===== src/rtl/mtm_alu_deserializer.sv =====
// Serial front end of the mtm ALU: parses 11-bit frames from sin into an operand/opcode
// request, validates frame count, CRC and opcode, and emits one valid-or-error pulse.
module mtm_alu_deserializer #(
  parameter int DATA_W = 32
) (
  input  logic              clk,
  input  logic              rst_n,
  input  logic              sin,
  output logic              out_valid,
  output logic [DATA_W-1:0] out_a,
  output logic [DATA_W-1:0] out_b,
  output logic [2:0]        out_op,
  output logic              out_err,
  output logic [2:0]        err_flags
);

  localparam int OPR_W = 2 * DATA_W;
  localparam int MSG_W = OPR_W + 4;
  localparam logic [3:0] FRAMES = 4'(OPR_W / 8);
  localparam logic [3:0] DCNT_MAX = FRAMES + 4'd1;

  typedef enum logic [1:0] {
    IDLE    = 2'd0,
    RX      = 2'd1,
    WAIT_HI = 2'd2
  } state_t;

  state_t             state, state_nx;
  logic [3:0]         bcnt, bcnt_nx;
  logic [9:0]         shreg, shreg_nx;
  logic [OPR_W-1:0]   opreg, opreg_nx;
  logic [3:0]         dcnt, dcnt_nx;
  logic               valid_nx, err_nx;
  logic [2:0]         flags_nx, op_nx;
  logic [DATA_W-1:0]  a_nx, b_nx;
  logic [9:0]         frame;
  logic [2:0]         cmd_op;
  logic [3:0]         cmd_crc;

  // Bit-serial CRC, g(x) = x^4 + x + 1, init 0, no final xor.
  function automatic logic [3:0] crc_calc(input logic [MSG_W-1:0] msg);
    logic [3:0] c;
    logic       fb;
    c = 4'b0000;
    for (int i = MSG_W - 1; i >= 0; i--) begin
      fb = c[3] ^ msg[i];
      c  = {c[2:0], 1'b0} ^ {2'b00, fb, fb};
    end
    return c;
  endfunction

  // frame = {type, payload[7:0], stop}, complete when the stop bit is on sin
  assign frame   = {shreg[8:0], sin};
  assign cmd_op  = frame[7:5];
  assign cmd_crc = frame[4:1];

  always_comb begin
    state_nx = state;
    bcnt_nx  = bcnt;
    shreg_nx = shreg;
    opreg_nx = opreg;
    dcnt_nx  = dcnt;
    valid_nx = 1'b0;
    err_nx   = 1'b0;
    flags_nx = 3'b000;
    op_nx    = out_op;
    a_nx     = out_a;
    b_nx     = out_b;
    case (state)
      IDLE: begin
        if (!sin) begin
          state_nx = RX;
          bcnt_nx  = 4'd0;
        end
      end
      RX: begin
        shreg_nx = frame;
        bcnt_nx  = bcnt + 4'd1;
        if (bcnt == 4'd9) begin
          state_nx = IDLE;
          if (!sin) begin
            state_nx = WAIT_HI;
            err_nx   = 1'b1;
            flags_nx = 3'b100;
            dcnt_nx  = 4'd0;
          end else if (!frame[9]) begin
            opreg_nx = {opreg[OPR_W-9:0], frame[8:1]};
            dcnt_nx  = (dcnt == DCNT_MAX) ? DCNT_MAX : dcnt + 4'd1;
          end else begin
            dcnt_nx = 4'd0;
            if (dcnt != FRAMES) begin
              err_nx   = 1'b1;
              flags_nx = 3'b100;
            end else if (crc_calc({opreg, 1'b1, cmd_op}) != cmd_crc) begin
              err_nx   = 1'b1;
              flags_nx = 3'b010;
            end else if (!(cmd_op inside {3'b000, 3'b001, 3'b100, 3'b101})) begin
              err_nx   = 1'b1;
              flags_nx = 3'b001;
            end else begin
              valid_nx = 1'b1;
              b_nx     = opreg[OPR_W-1:DATA_W];
              a_nx     = opreg[DATA_W-1:0];
              op_nx    = cmd_op;
            end
          end
        end
      end
      WAIT_HI: begin
        if (sin) state_nx = IDLE;
      end
      default: state_nx = IDLE;
    endcase
  end

  always_ff @(posedge clk or negedge rst_n) begin
    if (!rst_n) begin
      state     <= IDLE;
      bcnt      <= '0;
      shreg     <= '0;
      opreg     <= '0;
      dcnt      <= '0;
      out_valid <= 1'b0;
      out_err   <= 1'b0;
      err_flags <= '0;
      out_op    <= '0;
      out_a     <= '0;
      out_b     <= '0;
    end else begin
      state     <= state_nx;
      bcnt      <= bcnt_nx;
      shreg     <= shreg_nx;
      opreg     <= opreg_nx;
      dcnt      <= dcnt_nx;
      out_valid <= valid_nx;
      out_err   <= err_nx;
      err_flags <= flags_nx;
      out_op    <= op_nx;
      out_a     <= a_nx;
      out_b     <= b_nx;
    end
  end

endmodule


===== config.mk =====
export PLATFORM = sky130hd
export DESIGN_NAME = mtm_alu_deserializer
export DESIGN_NICKNAME = d
export VERILOG_FILES = /design/src/rtl/mtm_alu_deserializer.sv
export SDC_FILE = /design/constraint.sdc
export NUM_CORES = 1
export LEC_CHECK = 0
export ABC_AREA = 0
export CAP_MARGIN = 5
export CORE_AREA = 2 2 125 127
export DETAILED_ROUTE_END_ITERATION = 7
export DIE_AREA = 0 0 127 129
export PLACE_DENSITY = 0.7
export SYNTH_ARGS = -nofsm -noshare
export SYNTH_HDL_FRONTEND = slang
export SYNTH_SLANG_ARGS = --single-unit

===== constraint.sdc =====
create_clock -name clk -period 14.5 [get_ports clk]
set_clock_uncertainty 0.2 [all_clocks]
set_input_delay 2.9 -clock clk [delete_from_list [all_inputs] [get_ports clk]]
set_output_delay 2.9 -clock clk [all_outputs]
set_load 0.02 [all_outputs]

== Yosys cells after proc, flatten, opt, wreduce, memory -nomap -nowiden ==
Cells that the tools add are included.
Storage, ports and cells
  bits in registers: 155
  input bits: 3
  output and inout bits: 72
  logic and storage cells: 201
Operators by class
  add/subtract/negate cells: 2
  eq/ne operators: 12
  mux-type cells: 31
  bitwise logic cells: 136
  reductions and logical operators: 9
Operators with widths (number)
  $xor 4x2->4: 66
  $xor 1x1->1: 64
  $mux 4: 4
  $mux 1: 15
  $mux 3: 5
  $mux 2: 5
  $add 4x1->4 const B: 2
  $eq 4x4->1 const B: 2
  $pmux 4 s2: 1
  $reduce_and 7->1: 1
  $eq 3x3->1 const B: 2
  $ne 2x2->1 const B: 3
  $pmux 2 s3: 1
  $ne 4x4->1: 1
  $ne 4x4->1 const B: 1
  $not 1->1: 4
  $reduce_and 2->1: 2
  $reduce_and 4->1: 1
  $reduce_bool 4->1: 1
  $eq 3x1->1 const B: 1
  $logic_not 3->1: 1
  $reduce_and 3->1: 1
  $xor 3x2->3: 1
  $eq 2x1->1 const B: 1
  other kinds (4): 4

== Longest topological paths before layout ==
  word-level depth: 139
  gate-level depth with buffers: 14
  mapped depth without buffers: 11

== Least setup slack after synthesis ==
No wires, ideal clock.
  kind: register -> register
  start: reg opreg[38]
  end: reg out_a[10]
  library setup time: 0.127 ns
  data arrival time: 4.254 ns
  required time: 14.173 ns
  slack: 9.918 ns
  stages on the path, launching flop included: 15
  path buffers: 3
  clock period less this slack: 4.582 ns
  cells stage by stage: dfrtp_1 clkbuf_1 xnor2_1 xnor3_1 xnor3_1 xnor3_1 xor3_1 xnor2_1 nor3_1 o21ai_0 mux4_2 nor4_4 buf_4 buf_6 mux2_1
On the way
  longest elaborated chain between the ends: 61
  elaborated cells between the ends (all ways): 86
  classes of those cells: eq/ne (1); bitwise (84); reduce/logical (1)
RTL lines
  start, declared: RTL line 31  | logic [OPR_W-1:0] opreg, opreg_nx;
  start signal, assigned: RTL line 133  | opreg <= opreg_nx;
  $xor 1x1->1 (*): RTL line 46  | fb = c[3] ^ msg[i];
  $xor 4x2->4 (*) (3 in series): RTL line 47  | c = {c[2:0], 1'b0} ^ {2'b00, fb, fb};
  $xor 1x1->1: RTL line 46
  $xor 4x2->4 (*) (3 in series): RTL line 47
  $xor 1x1->1: RTL line 46
  $xor 4x2->4 (*) (3 in series): RTL line 47
  $xor 1x1->1: RTL line 46
  $xor 4x2->4 (*) (3 in series): RTL line 47
  [33 not listed]
  $xor 4x2->4 (*) (3 in series): RTL line 47
  $not 1->1 (no line)
  $xor 4x2->4 (*) (3 in series): RTL line 47
  $xor 1x1->1: RTL line 46
  $xor 4x2->4 (*): RTL line 47
  $ne 4x4->1 (*): RTL line 94  | end else if (crc_calc({opreg, 1'b1, cmd_op}) != cmd_crc) begin
  $not 1->1 (no line) (*)
  $reduce_and 7->1 (no line) (*)
  end signal, assigned: RTL line 139  | out_a <= a_nx;
  end, declared: RTL line 10  | output logic [DATA_W-1:0] out_a,
Mark *: on every way between the ends. The rest lies on a longest branch, timed or not.
A chain may end at the register's enable or synchronous reset.

== Worst setup path in the final report ==
  start: in sin
  end: reg opreg[11]
On the way
  longest elaborated chain between the ends: 1
RTL lines
  start, declared: RTL line 8  | input logic sin,
  $reduce_and 4->1 (no line)
No other way between the ends.

==> results.md <==
* CTS buffer count at 17
* Cell family with most CP delay: buffers and inverters
* Mapped Area at 0.00736 mm^2
* Sw power at 0.636 mW
* Worst path buffer plus inverter count at 2
* RSZ-0062 raised after global routing: no
* Port Buf Inserts at 74
* Fin. max-slew vios at 0
* Post-Synth Simple-Gate Area at 3.32%
* Reg power frac at 30.8%
* Ys flop type: dfrtp_1
* Syn_nets at 506
* Share of layout cells above drive strength 1 at 26.1%
* Vias in the first global route at 4304
* Syn Area/Cell at 14.7 um^2
* CP Class: in -> reg
* Clock power share at 24.4%
* PostCTS Resize Cnt at 0
* CTS tree: done
* Final Hold Viols at 0
* Outcome: finished clean
* Core area at 0.0150 mm^2
* Hold depth at 1
* First-pass GRT wire length at 22600 um
* Ant. Diodes at 0
* Met3 Track Usage GR at 4.62%
* Post-CTS setup buffers at 0
* Full die area at 0.0164 mm^2
* Final wirelength at 13700 um
* Max Cap Viol at 0
* Reg2reg start: opreg[38]
* 1st-iter DRT viols at 203
* Post-synth EDFFs at 0
* Largest family of logic cells by synthesized area: multiplexers
* Synth top area share at 52.7%
* Pin count of the biggest net entering global routing at 86
* FF+latch count, synth at 155
* Hold Path End: out_a[19]
* CP startpoint kind: input port
* Max Clk Rate at 0.190 GHz
* GPL Wtd Cong at 0.787
* Chip width at 127 um
* CP required at 14.60 ns
* R2R setup slack at 9.40 ns
* Comb power frac at 44.8%
* DP HPWL at 9550 um
* Vias at 4113
* Post-synthesis mux area share at 21.6%
* Initial Util at 49.1%
* Number of remaining DRC errors at 0
* Power Density at 201 mW/mm^2
* Pwr Total at 1.78 mW
* Static leakage at 4.23 nW
* GRT busiest layer: met2
* Sequential-to-total area share from yosys stat at 52.7%
* Die height at 129 um
* Arrival @ worst endpoint at 5.37 ns
* Routed len/inst at 17.6 um
* Reg2Reg Depth at 12
* DR vias/cell at 5.29
* Total grt overflow at 0
* Worst Tran Pin Value at 0.880 ns
* CP max stage cell: nor2_4
* Fin crit share at 36.4%
* Top-level port count at 75
* Area leader, netlist: dfrtp_1
* Total GRT Usage at 17.9%
* Worst flop-to-flop path endpoint: out_b[18]
* Fin crit period at 5.28 ns
* Post-synthesis cell count at 501
* CTS HTree Levels at 4
* Met1 usage in global routing at 23.6%
* CTS clk-pin slew, worst paths at 0.06 ns
* Max_slew headroom at 41.2%
* Routed Antenna Nets at 0
* Xor and xnor area share after synthesis at 19.1%
* Row count at 45
* Crit-path max cell delay at 0.70 ns
* Post-cts hold buffer count at 0
* Peak VDD IR at 0.171 mV
* Root buffer cell: clkbuf_16
* Top post-synthesis cells by area: dfrtp_1, mux2_2, xnor2_1, xnor3_1, mux2_1
* Compound-Gate Fraction of Synth Area at 1.48%
* Worst-case clock buffer depth at 2
* Clock latency on the worst-skew pair at 0.42 ns
* Grt met2 use at 29.2%
* Distinct cells, synth at 32
* Ys async rst share at 100%
* HP Start: out_a[19]
* Synthesis-to-finish area growth at 20.3%
* Total negative setup slack at 0 ns
* Initial antenna violation count at 0
* Nets@finish at 583
* Cell internal pwr at 1.14 mW
* Synth Area in Adders at 0.340%
* Hold WC Path Type: reg -> reg
* Crit. End Element: flop
* Switching share of power at 35.7%
* Clock sinks at 155
* Final setup fails at 0
* CP Max Fanout at 35
* Yosys warns at 0
* Detailed Routing Iterations Pass 1 at 4
* Worst path cell trace: clkdlybuf4s50_1, nand2b_1, nor2_4, buf_4, mux2_2
how the worst max path moves through the flow:
stage                   start         to  slack (ns)  cells after the start
finish                    sin  opreg[11]        9.22                      5
global route              sin  opreg[38]        9.09                      5
CTS                       sin  opreg[11]        9.24                      5
detailed placement        sin  opreg[36]        8.79                      5
global placement          sin  opreg[28]        8.88                      5
floorplan           opreg[38]  out_a[10]        9.92                     14
cells in the final DEF, fill, tap and decap left out:
master and n:
buf_6 1, xor2_1 19, nor4b_1 1, xnor2_1 67
clkbuf_16 17, xnor3_1 25, bufinv_16 3, or2_2 1
ha_1 2, mux2_2 119, clkinv_4 2, nand4b_1 1
inv_1 3, clkinv_2 2, nor2_4 1, nor4_1 1
xnor2_2 1, clkdlybuf4s50_1 73, nand2_1 10, clkbuf_8 1
o21ai_0 14, a21o_1 1, nand2b_1 4, a31oi_1 1
nor3_1 13, xor3_1 3, clkbuf_1 5, a21oi_1 5
dfrtp_1 155, mux4_2 1, buf_4 4, nor2b_1 3
nand3_1 3, nor2_1 4, nor4_4 1, mux2_1 20
nand4_1 2
logic make-up after synthesis:
| group | Yosys count |
|---|---|
| AND/OR/NAND/NOR | 45 |
| adder cells (fa/ha/maj) | 2 |
| flip-flops | 155 |
| multiplexers | 140 |
| XOR/XNOR | 115 |
| AO/OA/AOI/OAI | 21 |
| buffers and inverters | 23 |
worst reg2reg max path, stage by stage, from the launching register on:
cell	delay (ns)
dfrtp_1	0.49
xnor2_1	0.36
xnor3_1	0.43
xnor3_1	0.37
xnor3_1	0.41
xor3_1	0.43
xnor2_1	0.21
nor3_1	0.25
o21ai_0	0.13
mux4_2	0.53
nor4_4	0.31
buf_4	0.43
mux2_2	0.42
Yosys cell counts (3+ instances only):
library cell and number:
nand3_1 3, xnor2_1 67, mux2_2 119, nand2_1 10, buf_2 4, a21oi_1 5, xor2_1 19, buf_1 3
xnor3_1 25, nand2b_1 4, dfrtp_1 155, o21ai_0 14, xor3_1 3, nor2b_1 3, nor3_1 13, clkbuf_1 10
mux2_1 20, nor2_1 5, inv_1 3
power groups by stage:
stage	logic, mW	registers (mW)	clock network [mW]
2_1_floorplan	0.664	0.527	0
5_1_grt	0.867	0.556	0.460
6_report	0.798	0.548	0.434
3_5_place_dp	0.787	0.555	0
3_3_place_gp	0.749	0.553	0
4_1_cts	0.791	0.548	0.442
per-layer routing:
metal | up-vias | wire length [um]
li1 | 1901 | -
met1 | 2106 | 6310
met2 | 95 | 6640
met3 | 11 | 546
met4 | 0 | 180
met5 | - | 0
sequential cells by signal (all words and copies together), names as in the netlist:
register   count
bcnt           4
out_b         32
opreg         64
err_flags      3
shreg          9
out_err        1
out_valid      1
dcnt           4
out_a         32
state          2
out_op         3
stage by stage:
step | worst slack, ns | hold WS (ns) | utilization, % | std cells | instance area (um^2)
after floorplan | 9.92 | 0.252 | - | 501 | 7360
after global placement | 8.88 | 0.269 | 55.2 | 747 | 8270
after detailed placement | 8.79 | 0.274 | 55.2 | 747 | 8270
after CTS | 9.24 | 0.293 | 59.1 | 777 | 8850
after global routing | 9.09 | 0.313 | 59.1 | 777 | 8850
final | 9.22 | 0.290 | 59.1 | 777 | 8850
area by class of cell:
| class | count | area, um^2 |
|---|---|---|
| clock inverters | 7 | 118 |
| well taps | 188 | 235 |
| flip-flops and latches | 155 | 3880 |
| clock buffers | 23 | 458 |
| repair buffers | 78 | 772 |
| fillers | 1182 | 6130 |
| multi-input cells | 323 | 3380 |
| inverters | 3 | 11.3 |
(Power assumes the default switching activity.)
